`config.mk`:
```
export PLATFORM = sky130hd
export DESIGN_NAME = i2c_master_engine
export DESIGN_NICKNAME = d
export VERILOG_FILES = /design/src/rtl/i2c_master_engine.sv
export SDC_FILE = /design/constraint.sdc
export NUM_CORES = 1
export LEC_CHECK = 0
export CORE_MARGIN = 5
export CORE_UTILIZATION = 25
export CTS_CLUSTER_DIAMETER = 30
export DETAILED_ROUTE_END_ITERATION = 10
export PLACE_DENSITY_LB_ADDON = 0.15
export SYNTH_ARGS = -nofsm -noshare
export SYNTH_HDL_FRONTEND = slang
export SYNTH_SLANG_ARGS = --single-unit
```
`constraint.sdc`:
```
create_clock -name clk_i -period 4.07 [get_ports clk_i]
set_clock_uncertainty 0.15 [all_clocks]
set_input_delay 0.6105 -clock clk_i [delete_from_list [all_inputs] [get_ports clk_i]]
set_output_delay 0.6105 -clock clk_i [all_outputs]
set_load 0.01 [all_outputs]
```
`src/rtl/i2c_master_engine.sv`:
```
// i2c_master_engine: byte-level I2C initiator with a valid/ready command port.
// Commands are START, STOP, WRITE and READ. SCL and SDA are open-drain enables,
// where 1 releases the line and 0 pulls it low.
// Each SCL period has four quarters of CLK_DIV clocks. Line changes are registered
// at the clock edge that starts a quarter.
// Optional build macro: I2C_MASTER_CLK_STRETCH_EN.
// When it is defined, the SCL-high quarter waits for the sensed SCL line to go high
// before it starts counting, so that a slave can stretch the clock.
module i2c_master_engine #(
   parameter int CLK_DIV        = 4,
   parameter int I2C_DATA_WIDTH = 8
) (
   input  logic                      clk_i,
   input  logic                      rst_i,
   input  logic                      cmd_valid_i,
   output logic                      cmd_ready_o,
   input  logic [1:0]                cmd_i,
   input  logic [I2C_DATA_WIDTH-1:0] wdata_i,
   input  logic                      rd_ack_i,
   output logic                      done_o,
   output logic [I2C_DATA_WIDTH-1:0] rdata_o,
   output logic                      nack_o,
   output logic                      busy_o,
   input  logic                      scl_i,
   input  logic                      sda_i,
   output logic                      scl_o,
   output logic                      sda_o
);

   localparam int QW = 10;
   localparam int BW = $clog2(I2C_DATA_WIDTH + 1);

   typedef enum logic [1:0] {IDLE, START_SEQ, STOP_SEQ, DATA} state_t;

   state_t                    state_q, state_d;
   logic [QW-1:0]             qcnt_q, qcnt_d;
   logic [1:0]                quarter_q, quarter_d;
   logic [BW-1:0]             bit_q, bit_d;
   logic                      is_rd_q, is_rd_d;
   logic                      rd_ack_q, rd_ack_d;
   logic                      samp_q, samp_d;
   logic [I2C_DATA_WIDTH-1:0] shreg_q, shreg_d;
   logic [I2C_DATA_WIDTH-1:0] rdata_d;
   logic                      scl_d, sda_d, busy_d, done_d, nack_d;
   logic                      q_last, sample_now, stretch_hold;

   assign cmd_ready_o = (state_q == IDLE);
   assign q_last      = (qcnt_q == QW'(CLK_DIV - 1));
   assign sample_now  = (state_q == DATA) && (quarter_q == 2'd2) && (qcnt_q == '0);

`ifdef I2C_MASTER_CLK_STRETCH_EN
   // The SCL-high quarter does not start counting until the wired line reads high.
   assign stretch_hold = (state_q != IDLE) && (quarter_q == 2'd1) && (qcnt_q == '0) && !scl_i;
`else
   logic unused_scl;
   assign unused_scl   = scl_i;
   assign stretch_hold = 1'b0;
`endif

   // Next-state and next-output decode for command sequencing
   always_comb begin
      state_d   = state_q;
      qcnt_d    = qcnt_q;
      quarter_d = quarter_q;
      bit_d     = bit_q;
      is_rd_d   = is_rd_q;
      rd_ack_d  = rd_ack_q;
      samp_d    = samp_q;
      shreg_d   = shreg_q;
      rdata_d   = rdata_o;
      scl_d     = scl_o;
      sda_d     = sda_o;
      busy_d    = busy_o;
      nack_d    = nack_o;
      done_d    = 1'b0;
      if (state_q == IDLE) begin
         if (cmd_valid_i) begin
            qcnt_d    = '0;
            quarter_d = 2'd0;
            bit_d     = '0;
            if (cmd_i == 2'b00) begin
               // Q0 of START raises SDA. For a repeated start, SCL is still low at this point.
               state_d = START_SEQ;
               sda_d   = 1'b1;
            end else if (!busy_o) begin
               // Without bus ownership the command is refused and the bus is left untouched.
               done_d = 1'b1;
               nack_d = 1'b1;
            end else if (cmd_i == 2'b01) begin
               state_d = STOP_SEQ;
               sda_d   = 1'b0;
            end else begin
               state_d  = DATA;
               is_rd_d  = cmd_i[0];
               rd_ack_d = rd_ack_i;
               shreg_d  = wdata_i;
               sda_d    = cmd_i[0] ? 1'b1 : wdata_i[I2C_DATA_WIDTH-1];
            end
         end
      end else begin
         if (!stretch_hold) begin
            if (!q_last) begin
               qcnt_d = qcnt_q + QW'(1);
            end else begin
               qcnt_d    = '0;
               quarter_d = quarter_q + 2'd1;
               case (quarter_q)
                  2'd0: scl_d = 1'b1;
                  2'd1: begin
                     if (state_q == START_SEQ) sda_d = 1'b0;
                     if (state_q == STOP_SEQ)  sda_d = 1'b1;
                  end
                  2'd2: if (state_q != STOP_SEQ) scl_d = 1'b0;
                  default: begin
                     if (state_q == DATA && bit_q != BW'(I2C_DATA_WIDTH)) begin
                        // Present the next bit while SCL is low.
                        // By now the shift register holds the next write bit at its MSB.
                        bit_d = bit_q + BW'(1);
                        if (bit_q == BW'(I2C_DATA_WIDTH - 1))
                           sda_d = is_rd_q ? ~rd_ack_q : 1'b1;
                        else
                           sda_d = is_rd_q ? 1'b1 : shreg_q[I2C_DATA_WIDTH-1];
                     end else begin
                        state_d = IDLE;
                        done_d  = 1'b1;
                        nack_d  = 1'b0;
                        if (state_q == START_SEQ) busy_d = 1'b1;
                        if (state_q == STOP_SEQ)  busy_d = 1'b0;
                        if (state_q == DATA) begin
                           nack_d = is_rd_q ? 1'b0 : samp_q;
                           if (is_rd_q) rdata_d = shreg_q;
                        end
                     end
                  end
               endcase
            end
         end
         if (sample_now) begin
            if (bit_q != BW'(I2C_DATA_WIDTH))
               shreg_d = {shreg_q[I2C_DATA_WIDTH-2:0], sda_i};
            else
               samp_d = sda_i;
         end
      end
   end

   // Control state and line drivers; an asynchronous reset releases both lines immediately
   always_ff @(posedge clk_i or negedge rst_i) begin
      if (!rst_i) begin
         state_q   <= IDLE;
         qcnt_q    <= '0;
         quarter_q <= 2'd0;
         bit_q     <= '0;
         is_rd_q   <= 1'b0;
         scl_o     <= 1'b1;
         sda_o     <= 1'b1;
         busy_o    <= 1'b0;
         done_o    <= 1'b0;
         nack_o    <= 1'b0;
         rdata_o   <= '0;
      end else begin
         state_q   <= state_d;
         qcnt_q    <= qcnt_d;
         quarter_q <= quarter_d;
         bit_q     <= bit_d;
         is_rd_q   <= is_rd_d;
         scl_o     <= scl_d;
         sda_o     <= sda_d;
         busy_o    <= busy_d;
         done_o    <= done_d;
         nack_o    <= nack_d;
         rdata_o   <= rdata_d;
      end
   end

   // Byte shift register and sampled ACK bits; always written before they are used
   always_ff @(posedge clk_i) begin
      shreg_q  <= shreg_d;
      rd_ack_q <= rd_ack_d;
      samp_q   <= samp_d;
   end

endmodule

```
---- Word level (Yosys, flattened, before mapping) ----
Index checks and enable logic that the tools add are counted.
storage, ports and cells
  flip-flop bits (word level) ............. 42
  bits of input ports ..................... 16
  output and inout bits ................... 14
  word-level logic and storage cells ...... 132
operators by class
  $add $sub $neg .......................... 3
  equal/unequal tests ..................... 21
  multiplexer cells ....................... 60
  bitwise gates (word level) .............. 7
  reduce and logical (&&, ||, !) cells .... 27
operators by type and width
  kind                     number
  $mux W8                  7
  $mux W1                  33
  $mux W10                 3
  $reduce_and A6 Y1        4
  $mux W2                  10
  $mux W4                  5
  $reduce_and A5 Y1        3
  $ne A2 B2 Y1 const B     6
  $reduce_bool A2 Y1       6
  $add A10 B1 Y10 const B  1
  $eq A10 B2 Y1 const B    1
  $logic_not A10 Y1        1
  $ne A2 B1 Y1 const B     4
  $ne A4 B4 Y1 const B     2
  $reduce_and A4 Y1        2
  $not A1 Y1               7
  $eq A2 B1 Y1 const B     3
  $eq A2 B2 Y1 const B     3
  $logic_not A2 Y1         3
  $add A4 B1 Y4 const B    1
  $eq A4 B3 Y1 const B     1
  $pmux W1 S2              2
  $logic_and A1 B1 Y1      3
  $ne A3 B1 Y1 const B     1
  6 further kinds          6

---- Depth between registers and ports, before layout ----
Gate-level depths: netlist of run 1.
  word-level depth ........................ 7
  depth in mapped cells ................... 8
  gate-level depth less buffers ........... 6

---- Worst setup path before layout of run 1 ----
OpenSTA, ideal clock, no wires.
  path type ............................... flip-flop to flip-flop
  start point ............................. register state_q[0]
  end point ............................... register shreg_q[0] (enable)
  setup time .............................. 384 ps
  arrival ................................. 2000 ps
  required time ........................... 3536 ps
  path slack .............................. 1536 ps
  stages on the path, launching flop included .. 8
  buffers on the path ..................... 2
  clock period less this slack ............ 2534 ps
  cell sequence ........................... dfrtp_1 -> inv_1 -> ha_1 -> clkbuf_1 -> clkbuf_1 -> nor3_1 -> nand3_1 -> o21ai_0
between the ends
  elaborated cells on any way between the ends .. 11
  classes of those cells .................. eq/ne: 5; reduce/logical: 6
RTL lines
  what                                                  RTL line  RTL
  from (decl)                                           35        state_t state_q, state_d;
  from (signal assigned)                                162       state_q <= state_d;
  $logic_not A2 Y1 (*)                                  -
  net cmd_ready_o                                       16        output logic cmd_ready_o,
  $ne A2 B2 Y1 (no line), or another cell as far along  -
  $reduce_and A6 Y1 (no line) (*)                       -
  to (signal assigned)                                  178       shreg_q <= shreg_d;
  to (decl)                                             42        logic [I2C_DATA_WIDTH-1:0] shreg_q, shreg_d;
The timed path passes the listed nets; every way through them passes the cells marked *.
A chain may end at the register's enable or synchronous reset.

---- Final worst setup path of run 1 ----
  start point ............................. register state_q[0]
  end point ............................... register rdata_o[1]
between the ends
  cells in the longest elaborated chain, start to end .. 4
  elaborated cells on any way between the ends .. 6
  classes of those cells .................. eq/ne: 1; bitwise: 2; reduce/logical: 3
RTL lines
  what                             RTL line  RTL
  $eq A2 B2 Y1                     115, 129
  $logic_and A1 B1 Y1              115       if (state_q == DATA && bit_q != BW'(I2C_DATA_WIDTH)) begin
  $not A1 Y1 (no line)             -
  $reduce_and A6 Y1 (no line) (*)  -
  to (signal assigned)             172       rdata_o <= rdata_d;
  to (decl)                        21        output logic [I2C_DATA_WIDTH-1:0] rdata_o,
Mark *: on every way between the ends. The rest lies on a longest branch, timed or not.

==> load_flow_metrics.sql, run 1 <==
INSERT INTO impl_metrics (metric_group, metric, value, unit) VALUES
('run_status', 'outcome', 'completed', ''),
('pwr', 'leakage', '1.19', 'nW'),
('cts', 'cts_sinks', '42', ''),
('floorplan', 'start_util', '25.4', '%'),
('setup_path', 'start_kind', 'flip-flop', ''),
('finish', 'most-common-layout-cells', '30 x sky130_fd_sc_hd__dfrtp_1, 28 x sky130_fd_sc_hd__clkdlybuf4s50_1, 16 x sky130_fd_sc_hd__o21ai_0', ''),
('pwr', 'share_comb_of_total_power', '35.7', '%'),
('run', 'drv.max_cap_violation_count', '0', ''),
('setup_path', 'cp.arrival', '2.78', 'ns'),
('sta', 'finalHoldViolations', '0', ''),
('min_path', 'holdCritStartpoint', 'shreg_q[2]', ''),
('synthesis', 'syn-num-nets', '238', ''),
('synthesis', 'yosysTopAreaCellShare', '32.3', '%'),
('finish', 'layout_overhead_on_the_synthesized_area', '22.7', '%'),
('synthesis', 'netlist_top_cells_area', 'sky130_fd_sc_hd__dfrtp_1 32%, sky130_fd_sc_hd__edfxtp_1 13%, sky130_fd_sc_hd__ha_1 6.5%', ''),
('synthesis', 'main_combinational_cell_family_by_area_after_synthesis', 'simple AND/OR/NAND/NOR gates', ''),
('finish', 'drive_above_1_share', '16.8', '%'),
('pwr', 'intPower', '0.000887', 'W'),
('synthesis', 'simple_gate_share_of_the_synthesized_area', '18.5', '%'),
('synthesis', 'synth_compound_gate_area_share', '11.0', '%'),
('drt', 'detail_route.iter0.violations', '68', ''),
('sta', 'totalNegativeSetupSlack', '0', 'ns'),
('synthesis', 'synth-async-reset-ratio', '76.2', '%'),
('drt', 'drt-pass1-iter-count', '4', ''),
('finish', 'final_net_count', '271', ''),
('cts', 'cts_hold_buffers', '0', ''),
('floorplan', 'design.portCount', '30', ''),
('synthesis', 'netlist.top_cell.by_area', 'sky130_fd_sc_hd__dfrtp_1', ''),
('global_route', 'grt_antenna_before_repair', '0', ''),
('synthesis', 'gate_count_after_technology_mapping', '210', ''),
('synthesis', 'edff_count_synth', '10', ''),
('cts', 'max-clock-path-buffers', '2', ''),
('global_route', 'first_global_vias', '1693', ''),
('floorplan', 'num_rows', '35', ''),
('setup_path', 'crit_path_max_fanout', '16', ''),
('sta', 'period_minus_slack', '2.75', 'ns'),
('sta', 'number_of_setup_violations_in_the_final_report', '0', ''),
('drt', 'routed-via-count', '1683', ''),
('setup_path', 'cp-end-kind', 'flip-flop', ''),
('cts', 'worstSkewPairLatency', '0.30', 'ns'),
('pwr', 'power.clock.fraction', '24.2', '%'),
('finish', 'final.fill_count', '958', ''),
('cts', 'cts.reportedPaths.clkPinSlew', '0.09', 'ns'),
('pwr', 'power.share.sequential', '40.1', '%'),
('sta', 'achievable-frequency', '0.364', 'GHz'),
('finish', 'final_core_util', '31.2', '%'),
('synthesis', 'synth_seq_cells', '42', ''),
('floorplan', 'core_area', '9150', 'um^2'),
('setup_path', 'crit_required', '4.10', 'ns'),
('global_route', 'globalRoute.totalOverflow', '0', ''),
('setup_path', 'critPathLaunch', 'state_q[0]', ''),
('place', 'area_of_placed_instances', '2740', 'um^2'),
('drt', 'avgViaCountPerCell', '4.74', ''),
('synthesis', 'ys_types', '49', ''),
('setup_path', 'critPathKind', 'flip-flop to flip-flop', ''),
('finish', 'final_cell_count_no_fill', '355', ''),
('pwr', 'ir_drop', '0.000153', 'V'),
('synthesis', 'synthFlopType', 'sky130_fd_sc_hd__dfrtp_1', ''),
('setup_path', 'crit_path_cell_trace', 'inv_1 -> ha_1 -> buf_4 -> nor2b_1 -> o21ai_0 -> or3_1 -> mux2_4', ''),
('cts', 'cts_tree', 'built', ''),
('synthesis', 'syn_area', '2320', 'um^2'),
('pwr', 'total_switching_power', '0.000499', 'W'),
('pwr', 'pwr_density_cell', '486', 'nW/um^2'),
('drt', 'wire_per_inst', '15.3', 'um'),
('cts', 'cts_buffer_count', '5', ''),
('cts', 'cts-root-buf', 'sky130_fd_sc_hd__clkbuf_8', ''),
('synthesis', 'seq_area_frac_synth', '47.5', '%'),
('place', 'detailed_place_hpwl', '3900', 'um'),
('sta', 'slew-limit-headroom', '58.3', '%'),
('drt', 'postRouteWirelength', '5450', 'um'),
('finish', 'finished_layout_cell_area', '2850', 'um^2');
## sequential cells by signal (all words and copies together) (netlist names)
name / cells
qcnt_q: 10
rdata_o: 8
shreg_q: 8
bit_q: 4
quarter_q: 2
state_q: 2
busy_o: 1
done_o: 1
is_rd_q: 1
nack_o: 1
rd_ack_q: 1
samp_q: 1
scl_o: 1
sda_o: 1
## Yosys cell counts, drive strengths merged (3+ instances only)
cell    count
a21oi       4
mux2       19
nor2       11
inv        13
nor3        3
o21ai      16
and3        4
nor2b       3
ha         12
nand3b      4
a31oi       6
mux2i       4
edfxtp     10
nand3      12
nor4        3
clkbuf      4
dfrtp      30
nand4       7
nand2      10
## routing by layer
metal	wire length [um]	share of wire [%]	GRT usage, %	up-vias
li1	-	-	-	839
met1	2660	49	13.3	817
met2	2500	46	15.3	21
met3	213	3.9	2.67	6
met4	77	1.4	3.33	0
met5	0	0	0	-
## kinds of logic (layout without fill, tap and decap cells)
family,count (synthesis),after routing
simple gates,70,70
flops,42,42
xor+xnor,2,2
buf+inv,20,54
compound gates,41,41
mux,23,23
fa+ha+maj,12,12
## path summary, 6_finish.rpt
kind | to | depth (start not counted)
max | rdata_o[1] | 7
min | rdata_o[2] | 1
max reg2reg | rdata_o[1] | 7
min reg2reg | rdata_o[2] | 1
max in group asynchronous | scl_o | 2
min in group asynchronous | rdata_o[7] | 2
## worst max-delay path: cells and delay by family, from the launching register on
family                     cells  cell delay (ns)
buffers and inverters          2             0.37
adders and majority gates      1             0.37
AOI/OAI and AO/OA              1             0.18
and+or+nand+nor                2             0.79
muxes                          1             0.39
DFF                            1             0.38
## per-stage QoR
step | hold WS [ns] | power, W | setup WS (ns)
final | 0.353 | 0.00139 | 1.32
after floorplan | 0.165 | 0.000895 | 1.54
after CTS | 0.359 | 0.00141 | 1.28
after global routing | 0.378 | 0.00149 | 1.14
after global placement | 0.343 | 0.00106 | 1.33
after detailed placement | 0.346 | 0.00106 | 1.30
## layout make-up
| class | count | area (um^2) | area share, % |
|---|---|---|---|
| multi-input cells | 148 | 1140 | 39.9 |
| flip-flops and latches | 42 | 1100 | 38.7 |
| repair buffers | 32 | 310 | 10.9 |
| well taps | 111 | 139 | 4.87 |
| clock buffers | 5 | 68.8 | 2.41 |
| inverters | 14 | 52.6 | 1.84 |
| clock inverters | 3 | 40.0 | 1.40 |
## power by group through the flow
stage               registers [W]  logic (W)  clock network (W)
detailed placement       0.000565   0.000497                  0
global route             0.000564   0.000554           0.000368
finish                   0.000556   0.000494           0.000335
floorplan                0.000553   0.000341                  0
CTS                      0.000556   0.000501           0.000352
global placement         0.000565   0.000498                  0
Note: power is estimated with default switching activity, not from simulation.
==> run 2: changes to the inputs <==
clock period = 2.8 ns   (was 4.07 ns; I/O delays follow)
==> load_flow_metrics.sql, run 2 (synthesized netlist as in run 1, its figures left out) <==
INSERT INTO impl_metrics (metric_group, metric, value, unit) VALUES
('run_status', 'outcome', 'completed', ''),
('finish', 'drive_above_1_share', '18.1', '%'),
('setup_path', 'critPathKind', 'flip-flop to flip-flop', ''),
('cts', 'cts-root-buf', 'sky130_fd_sc_hd__clkbuf_8', ''),
('global_route', 'grtUsageTotal', '10.2', '%'),
('finish', 'top_regs', 'qcnt_q: 10 flops, rdata_o: 8 flops, shreg_q: 8 flops', ''),
('place', 'port_buffers', '28', ''),
('global_route', 'grt_pass1_wl', '9150', 'um'),
('sta', 'finalHoldViolations', '0', ''),
('min_path', 'holdCritStartpoint', 'shreg_q[2]', ''),
('pwr', 'pwr_density_cell', '685', 'nW/um^2'),
('sta', 'post-route-period-util', '88.2', '%'),
('finish', 'top_register', 'qcnt_q', ''),
('floorplan', 'start_util', '25.4', '%'),
('sta', 'slew-limit-headroom', '65.4', '%'),
('sta', 'tightest_slew', '0.518', 'ns'),
('drt', 'route.detailed.drc', '0', ''),
('drt', 'avgViaCountPerCell', '4.78', ''),
('global_route', 'grt_max_degree', '33', ''),
('floorplan', 'floorplan.die.width', '106', 'um'),
('cts', 'cts_tree', 'built', ''),
('cts', 'worstSkewPairLatency', '0.30', 'ns'),
('cts', 'cts_sinks', '42', ''),
('cts', 'cts_hold_buffers', '0', ''),
('global_route', 'first_global_vias', '1756', ''),
('setup_path', 'crit_required', '2.87', 'ns'),
('place', 'detailed_place_hpwl', '3890', 'um'),
('finish', 'final.fill_count', '941', ''),
('cts', 'ctsResizeCount', '0', ''),
('drt', 'antenna_left', '0', ''),
('floorplan', 'core_area', '9150', 'um^2'),
('min_path', 'worstHoldPathType', 'flip-flop to flip-flop', ''),
('drt', 'drt-pass1-iter-count', '4', ''),
('drt', 'wire_per_inst', '15.1', 'um'),
('finish', 'final_cell_count_no_fill', '359', ''),
('sta', 'achievable-frequency', '0.405', 'GHz'),
('floorplan', 'design.portCount', '30', ''),
('finish', 'leading_cell_type_in_the_layout_fill_and_taps_excluded', 'sky130_fd_sc_hd__dfrtp_1', ''),
('floorplan', 'die_extent_in_y', '106', 'um'),
('sta', 'slew_viol_final', '0', ''),
('setup_path', 'start_kind', 'flip-flop', ''),
('finish', 'largest_register_ff_count', '10', ''),
('setup_path', 'cp-end-kind', 'flip-flop', ''),
('run', 'drv.max_cap_violation_count', '0', ''),
('floorplan', 'num_rows', '35', ''),
('cts', 'cts.reportedPaths.clkPinSlew', '0.10', 'ns'),
('global_route', 'grt_antenna_before_repair', '0', ''),
('cts', 'cts_buffer_count', '5', ''),
('global_route', 'globalRoute.totalOverflow', '0', ''),
('setup_path', 'cp.arrival', '2.54', 'ns'),
('cts', 'ctsHtreeMaxLevel', '2', ''),
('cts', 'max-clock-path-buffers', '2', ''),
('pwr', 'ir_drop', '0.000235', 'V'),
('place', 'placedCellCount', '351', ''),
('cts', 'postCtsSetupBuffers', '0', ''),
('sta', 'totalNegativeSetupSlack', '0', 'ns'),
('sta', 'number_of_setup_violations_in_the_final_report', '0', ''),
('place', 'gp_routability_congestion', '0.776', ''),
('setup_path', 'crit_path_max_fanout', '9', ''),
('pwr', 'leakage', '1.20', 'nW'),
('setup_path', 'regToRegStartpoint', 'state_q[0]', ''),
('drt', 'postRouteWirelength', '5440', 'um'),
('setup_path', 'critPathLaunch', 'state_q[0]', ''),
('finish', 'layout_overhead_on_the_synthesized_area', '23.3', '%'),
('drt', 'routed-via-count', '1715', ''),
('floorplan', 'floorplan.die_area', '11300', 'um^2'),
('finish', 'num_antenna_cells', '0', ''),
('sta', 'period_minus_slack', '2.47', 'ns'),
('finish', 'final_net_count', '275', ''),
('sta', 'setup_repair_after_global_routing_missed_its_margin', 'no', ''),
('finish', 'most-common-layout-cells', '30 x sky130_fd_sc_hd__dfrtp_1, 28 x sky130_fd_sc_hd__clkdlybuf4s50_1, 16 x sky130_fd_sc_hd__o21ai_0', ''),
('drt', 'detail_route.iter0.violations', '58', '');
-- run 2: changes by cell type in the layout (fill, tap and decap cells not counted), sizes merged --
cell,delta
buf,+4
clkinv,-2
clkinvlp,+2
bufinv,-1
inv,+1
-- run 2: cell type report --
class | count | area [um^2] | area share, %
Inverter | 14 | 52.6 | 1.83
Tap cell | 111 | 139 | 4.85
Timing Repair Buffer | 36 | 340 | 11.9
Multi-Input combinational cell | 148 | 1140 | 39.7
Sequential cell | 42 | 1100 | 38.5
Clock buffer | 5 | 68.8 | 2.40
Clock inverter | 3 | 23.8 | 0.830
-- run 2: per-layer routing --
layer	vias to the layer above	track usage (%)	share of wire (%)
met5	-	0	0
li1	855	-	-
met4	0	3.52	1.2
met2	27	16.6	48
met1	829	13.3	47
met3	4	2.31	3.9
-- run 2: path summary, 6_finish.rpt --
path | end | slack [ns] | cells after the start
setup / recovery | sda_o | 0.33 | 6
hold / removal | rdata_o[2] | 0.36 | 1
setup reg to reg | sda_o | 0.33 | 6
hold reg to reg | rdata_o[2] | 0.36 | 1
max in group asynchronous | scl_o | 1.77 | 2
min in group asynchronous | rdata_o[4] | 0.38 | 2
-- run 2: through the flow --
step	setup slack (ns)	hold WS, ns	util (%)	cell area, um^2	total power, W
3_3_place_gp	0.343	0.344	30.3	2770	0.00158
3_5_place_dp	0.345	0.345	30.3	2770	0.00157
2_1_floorplan	0.266	-0.0256	-	2320	0.00130
6_report	0.330	0.360	31.3	2870	0.00196
4_1_cts	0.301	0.360	31.3	2870	0.00200
5_1_grt	0.206	0.382	31.3	2870	0.00212
-- run 2: where the power goes --
| part | total [W] | internal (W) | switching (W) |
|---|---|---|---|
| sequential | 0.000809 | 0.000713 | 0.0000964 |
| clock | 0.000413 | 0.000179 | 0.000235 |
| combinational | 0.000741 | 0.000338 | 0.000403 |
-- run 2: worst max-delay path, cell delays in order, from the launching register on --
cell	delay (ns)
sky130_fd_sc_hd__dfrtp_1	0.38
sky130_fd_sc_hd__inv_1	0.08
sky130_fd_sc_hd__ha_1	0.31
sky130_fd_sc_hd__or3_1	0.40
sky130_fd_sc_hd__or4_1	0.50
sky130_fd_sc_hd__a22oi_1	0.21
sky130_fd_sc_hd__mux2_2	0.36
